**config.mk**
```make
export PLATFORM = sky130hd
export DESIGN_NAME = pipeline_hazard_ctrl
export DESIGN_NICKNAME = d
export VERILOG_FILES = /design/src/rtl/pipeline_hazard_ctrl.sv
export SDC_FILE = /design/constraint.sdc
export NUM_CORES = 1
export LEC_CHECK = 0
export CAP_MARGIN = 30
export CORE_MARGIN = 2
export CORE_UTILIZATION = 45
export CTS_CLUSTER_SIZE = 8
export DETAILED_ROUTE_END_ITERATION = 8
export GPL_TIMING_DRIVEN = 0
export PLACE_DENSITY_LB_ADDON = 0.12
export SYNTH_ARGS = -nofsm -noshare
export SYNTH_HDL_FRONTEND = slang
export SYNTH_SLANG_ARGS = --single-unit
```
**constraint.sdc**
```tcl
create_clock -name clk -period 6.1 [get_ports clk]
set_input_delay 0.915 -clock clk [delete_from_list [all_inputs] [get_ports clk]]
set_output_delay 0.915 -clock clk [all_outputs]
set_load 0.05 [all_outputs]
```
**src/rtl/pipeline_hazard_ctrl.sv**
```systemverilog
// Stall/flush sequencer for the 5-stage pipeline: load-use interlock, branch-in-M flush,
// data-memory freeze with timeout halt, and saturating stall/flush statistics.
module pipeline_hazard_ctrl #(
    parameter int REG_W    = 5,
    parameter int PC_W     = 7,
    parameter int MAX_WAIT = 16,
    parameter int STAT_W   = 16
) (
    input  logic              clk,
    input  logic              reset,
    input  logic [REG_W-1:0]  id_rs,
    input  logic [REG_W-1:0]  id_rt,
    input  logic              id_uses_rt,
    input  logic              ex_mem_read,
    input  logic [REG_W-1:0]  ex_dst,
    input  logic              m_branch,
    input  logic              m_zero,
    input  logic [PC_W-1:0]   m_pc_branch,
    input  logic              m_mem_req,
    input  logic              mem_ready,
    output logic              pc_en,
    output logic              pc_src,
    output logic [PC_W-1:0]   pc_target,
    output logic              if_id_en,
    output logic              if_id_bubble,
    output logic              id_ex_en,
    output logic              id_ex_bubble,
    output logic              ex_m_en,
    output logic              ex_m_bubble,
    output logic              m_wb_bubble,
    output logic              halted,
    output logic [STAT_W-1:0] stall_cnt,
    output logic [STAT_W-1:0] flush_cnt
);
    typedef enum logic [1:0] {RUN, MEM_WAIT, HALT} state_t;
    localparam int WC_W = $clog2(MAX_WAIT);

    state_t          state, state_nxt;
    logic [WC_W-1:0] wait_cnt, wait_cnt_nxt;
    logic            halted_nxt, flush_inc;
    logic            memstall, taken, loaduse;
    logic            freeze, resolve;

    assign memstall  = m_mem_req & ~mem_ready;
    assign taken     = m_branch & m_zero;
    assign loaduse   = ex_mem_read && (ex_dst != '0) &&
                       ((ex_dst == id_rs) || (id_uses_rt && (ex_dst == id_rt)));
    assign pc_target = m_pc_branch;

    always_comb begin
        state_nxt    = state;
        wait_cnt_nxt = wait_cnt;
        halted_nxt   = halted;
        freeze       = 1'b0;
        resolve      = 1'b0;
        flush_inc    = 1'b0;
        pc_en        = 1'b1;
        pc_src       = 1'b0;
        if_id_en     = 1'b1;
        if_id_bubble = 1'b0;
        id_ex_en     = 1'b1;
        id_ex_bubble = 1'b0;
        ex_m_en      = 1'b1;
        ex_m_bubble  = 1'b0;
        m_wb_bubble  = 1'b0;

        unique case (state)
            RUN: begin
                if (memstall) begin
                    freeze       = 1'b1;
                    state_nxt    = MEM_WAIT;
                    wait_cnt_nxt = WC_W'(1);
                end else begin
                    resolve = 1'b1;
                end
            end
            MEM_WAIT: begin
                if (!mem_ready) begin
                    freeze = 1'b1;
                    if (wait_cnt == WC_W'(MAX_WAIT - 1)) begin
                        state_nxt  = HALT;
                        halted_nxt = 1'b1;
                    end else begin
                        wait_cnt_nxt = wait_cnt + 1'b1;
                    end
                end else begin
                    // release cycle behaves like RUN with the memory access done
                    resolve      = 1'b1;
                    state_nxt    = RUN;
                    wait_cnt_nxt = '0;
                end
            end
            HALT:    freeze = 1'b1;
            default: state_nxt = RUN;
        endcase

        if (resolve) begin
            if (taken) begin
                // ID instruction is squashed, so any load-use hit is moot
                pc_src       = 1'b1;
                if_id_bubble = 1'b1;
                id_ex_bubble = 1'b1;
                ex_m_bubble  = 1'b1;
                flush_inc    = 1'b1;
            end else if (loaduse) begin
                pc_en        = 1'b0;
                if_id_en     = 1'b0;
                id_ex_bubble = 1'b1;
            end
        end

        if (freeze) begin
            pc_en       = 1'b0;
            if_id_en    = 1'b0;
            id_ex_en    = 1'b0;
            ex_m_en     = 1'b0;
            m_wb_bubble = 1'b1;
        end

        if (reset) begin
            pc_en        = 1'b0;
            pc_src       = 1'b0;
            if_id_en     = 1'b0;
            id_ex_en     = 1'b0;
            ex_m_en      = 1'b0;
            if_id_bubble = 1'b1;
            id_ex_bubble = 1'b1;
            ex_m_bubble  = 1'b1;
            m_wb_bubble  = 1'b1;
        end
    end

    always_ff @(posedge clk) begin
        if (reset) begin
            state     <= RUN;
            wait_cnt  <= '0;
            halted    <= 1'b0;
            stall_cnt <= '0;
            flush_cnt <= '0;
        end else begin
            state    <= state_nxt;
            wait_cnt <= wait_cnt_nxt;
            halted   <= halted_nxt;
            if (!pc_en && (stall_cnt != '1))
                stall_cnt <= stall_cnt + 1'b1;
            if (flush_inc && (flush_cnt != '1))
                flush_cnt <= flush_cnt + 1'b1;
        end
    end
endmodule
```
==> run metrics <==
P&R area growth vs syn 40.8%; Synth warnings 0; layout cells sized above 1 0.0785; ys async rst share 0; post-DR vias/cell 5.42; Final Instance Area 2970 um2; Sw Ratio 0.297; Clock Skew approximately 0.005 ns; Critical Path Start Type input port; Setup WS pre-CTS 1.76 ns; Slew @ Worst Pin 0.650 ns; CTS tree done; worst skew pair latency 0.30 ns; mean post-synth cell area roughly 8.4 um2; first drt pass iteration count 4; status completed; syn_nets 285; Worst IR Drop VDD 0.000124 V; gr usage total 0.213; IO Pins 79; Worst EP arrival 3.43 ns; Worst Path Max Fanout 3; Cell Pwr Density 185 nW/um2; Worst Hold Class register to register; Hold Slack 0.471 ns; #FFs+latches synth 39; Slew HR 0.564; wire per inst 13.6 um; Final Total Pwr 549 uW; vias in the first global route 1957; Core ar. 4440 um2; cell area after placement 2890 um2; Die Height 72.5 um; Seq/Total Area, Yosys 0.370; final core utilization 0.669; placed instance count 375; synthesized area ~2100 um2; CTS Buffer Depth 2; Cells after Synth between 200 and 300; CTS Buf Count 5; Die Area between 5000 and 6000 um2; # fillers 415; final net count 363; R2R Setup Slk around 4 ns; EDFF count, synth 0; H-tree levels 2; CTS Hold Bufs 0; Seq pwr share 0.480; largest net degree at the start of global routing 13; Ant. Diodes 0; drt first-iter violations 96; vias 2076; initial core utilization 0.475; P_int 386 uW; Comb pwr share 0.204; Clock power frac 0.315; Max-Cap Viols 0; Tmin final 4.34 ns; final worst path period share 0.712; Yosys top cell area share 0.370; cell taking the most area after synthesis dfxtp_1; Leakage 1.04 nW; Clock transition at path regs about 0.070 ns; final slew viol count 0; Final Setup Violations 0; RSZ-0062 raised after global routing no; final cell count without fillers 383; Post-CTS Resized 0; gr ovfl total 0; PortBufs 71; detailed-route DRC error count 0; critical path data required time 5.18 ns; DP HPWL 3890 um; final worst slack 1.76 ns; Final Hold Vio Count 0; max frequency 0.230 GHz; CTS root buf clkbuf_8; Worst setup EP type output port; first-pass GRT wire length roughly 8900 um; Primary FF master, synth dfxtp_1; clock tree sinks 39; chip width 72.5 um; GPL Wtd Cong 0.833; CP Class input port to output port; switching pwr ~160 uW; post-CTS setup buffers 0; Yosys cell types 44; setup_tns 0 ns; total wire length 5220 um; Synth area leaders dfxtp_1, xor2_1, a21oi_1; # rows 24; antenna violations before repair 0; post-route antenna net violation count 0
## sequential cells by signal, indices dropped and copies added (netlist names)
signal / cells
wait_cnt: 4
flush_cnt: 16
stall_cnt: 16
halted: 1
state: 2
## layout make-up
type | instances | area [um2] | share of cell area
inverters | 6 | 22.5 | 0.00758
well taps | 52 | 65.1 | 0.0219
clock buffers | 6 | 72.6 | 0.0244
multi-input cells | 188 | 1180 | 0.397
plain buffers | 19 | 128 | 0.0429
repair buffers | 71 | 711 | 0.239
clock inverters | 2 | 12.5 | 0.00421
flip-flops and latches | 39 | 781 | 0.263
## per-layer routing
layer  wire (um)  GRT usage  up-vias
met3         285     0.0569        6
met2        2420      0.356       61
li1            -          -     1056
met4          78     0.0823        0
met5           0          0        -
met1        2430      0.263      953
## final timing paths
kind                             startpoint                         to  cells after the start
setup / recovery                  ex_dst[1]                      pc_en                      8
hold / removal          halted$_SDFFE_PP0P_        halted$_SDFFE_PP0P_                      2
setup reg to reg  flush_cnt[6]$_SDFFE_PP0P_  flush_cnt[7]$_SDFFE_PP0P_                      8
hold reg to reg         halted$_SDFFE_PP0P_        halted$_SDFFE_PP0P_                      2
## cell families (layout without fill, tap and decap cells)
kind of cell / count (synthesis) / in the layout / share of synthesized area
buffers and inverters: 25 / 104 / 0.0711
multiplexers: 2 / 2 / 0.0101
adder cells (fa/ha/maj): 3 / 3 / 0.0178
AND/OR/NAND/NOR: 109 / 109 / 0.278
XOR/XNOR: 27 / 27 / 0.112
AO/OA/AOI/OAI: 47 / 47 / 0.141
flip-flops: 39 / 39 / 0.370
## cell usage after synthesis (2+ instances only)
master,instances
o211a_1,2
a211oi_1,2
o21a_1,2
o31ai_1,2
nand2_1,18
and2_1,2
o2111ai_1,2
xnor2_1,10
buf_6,2
buf_4,11
inv_1,5
ha_1,3
nor4_1,8
dfxtp_1,39
nand4_1,9
nor3_1,5
clkbuf_1,4
o21ai_0,10
a21oi_1,19
nand2b_1,2
or4_1,3
buf_1,2
nor2_1,24
and3_1,4
xor2_1,17
nand3_1,12
and4_1,6
o31a_1,2
or3_1,10
## worst max-delay path: stages
cell             delay, ns
clkdlybuf4s50_1       0.47
or4_1                 0.55
o211a_1               0.24
nand2_1               0.07
nor2_1                0.05
a21oi_1               0.21
buf_4                 0.14
clkdlybuf4s50_1       0.78
## layout by cell type (no fill, tap or decap), drive strengths merged, types with 6 or more instances in the layout
cell           synthesis  routed
nand2                 18      18
clkdlybuf4s50          0      71
buf                   15      15
nor2                  24      24
inv                    6       6
nand4                  9       9
clkbuf                 4      10
nand3                 12      12
o21ai                 11      11
nor4                   9       9
and4                   6       6
a21oi                 19      19
xnor2                 10      10
xor2                  17      17
dfxtp                 39      39
or3                   10      10
## power groups by stage
stage	combinational [mW]	sequential (mW)	clock, mW
after global routing	0.120	0.264	0.189
after CTS	0.113	0.263	0.180
final	0.112	0.264	0.173
after floorplan	0.0601	0.279	0
after global placement	0.111	0.269	0
after detailed placement	0.112	0.269	0
No activity file was read; power rests on OpenSTA's default activity.
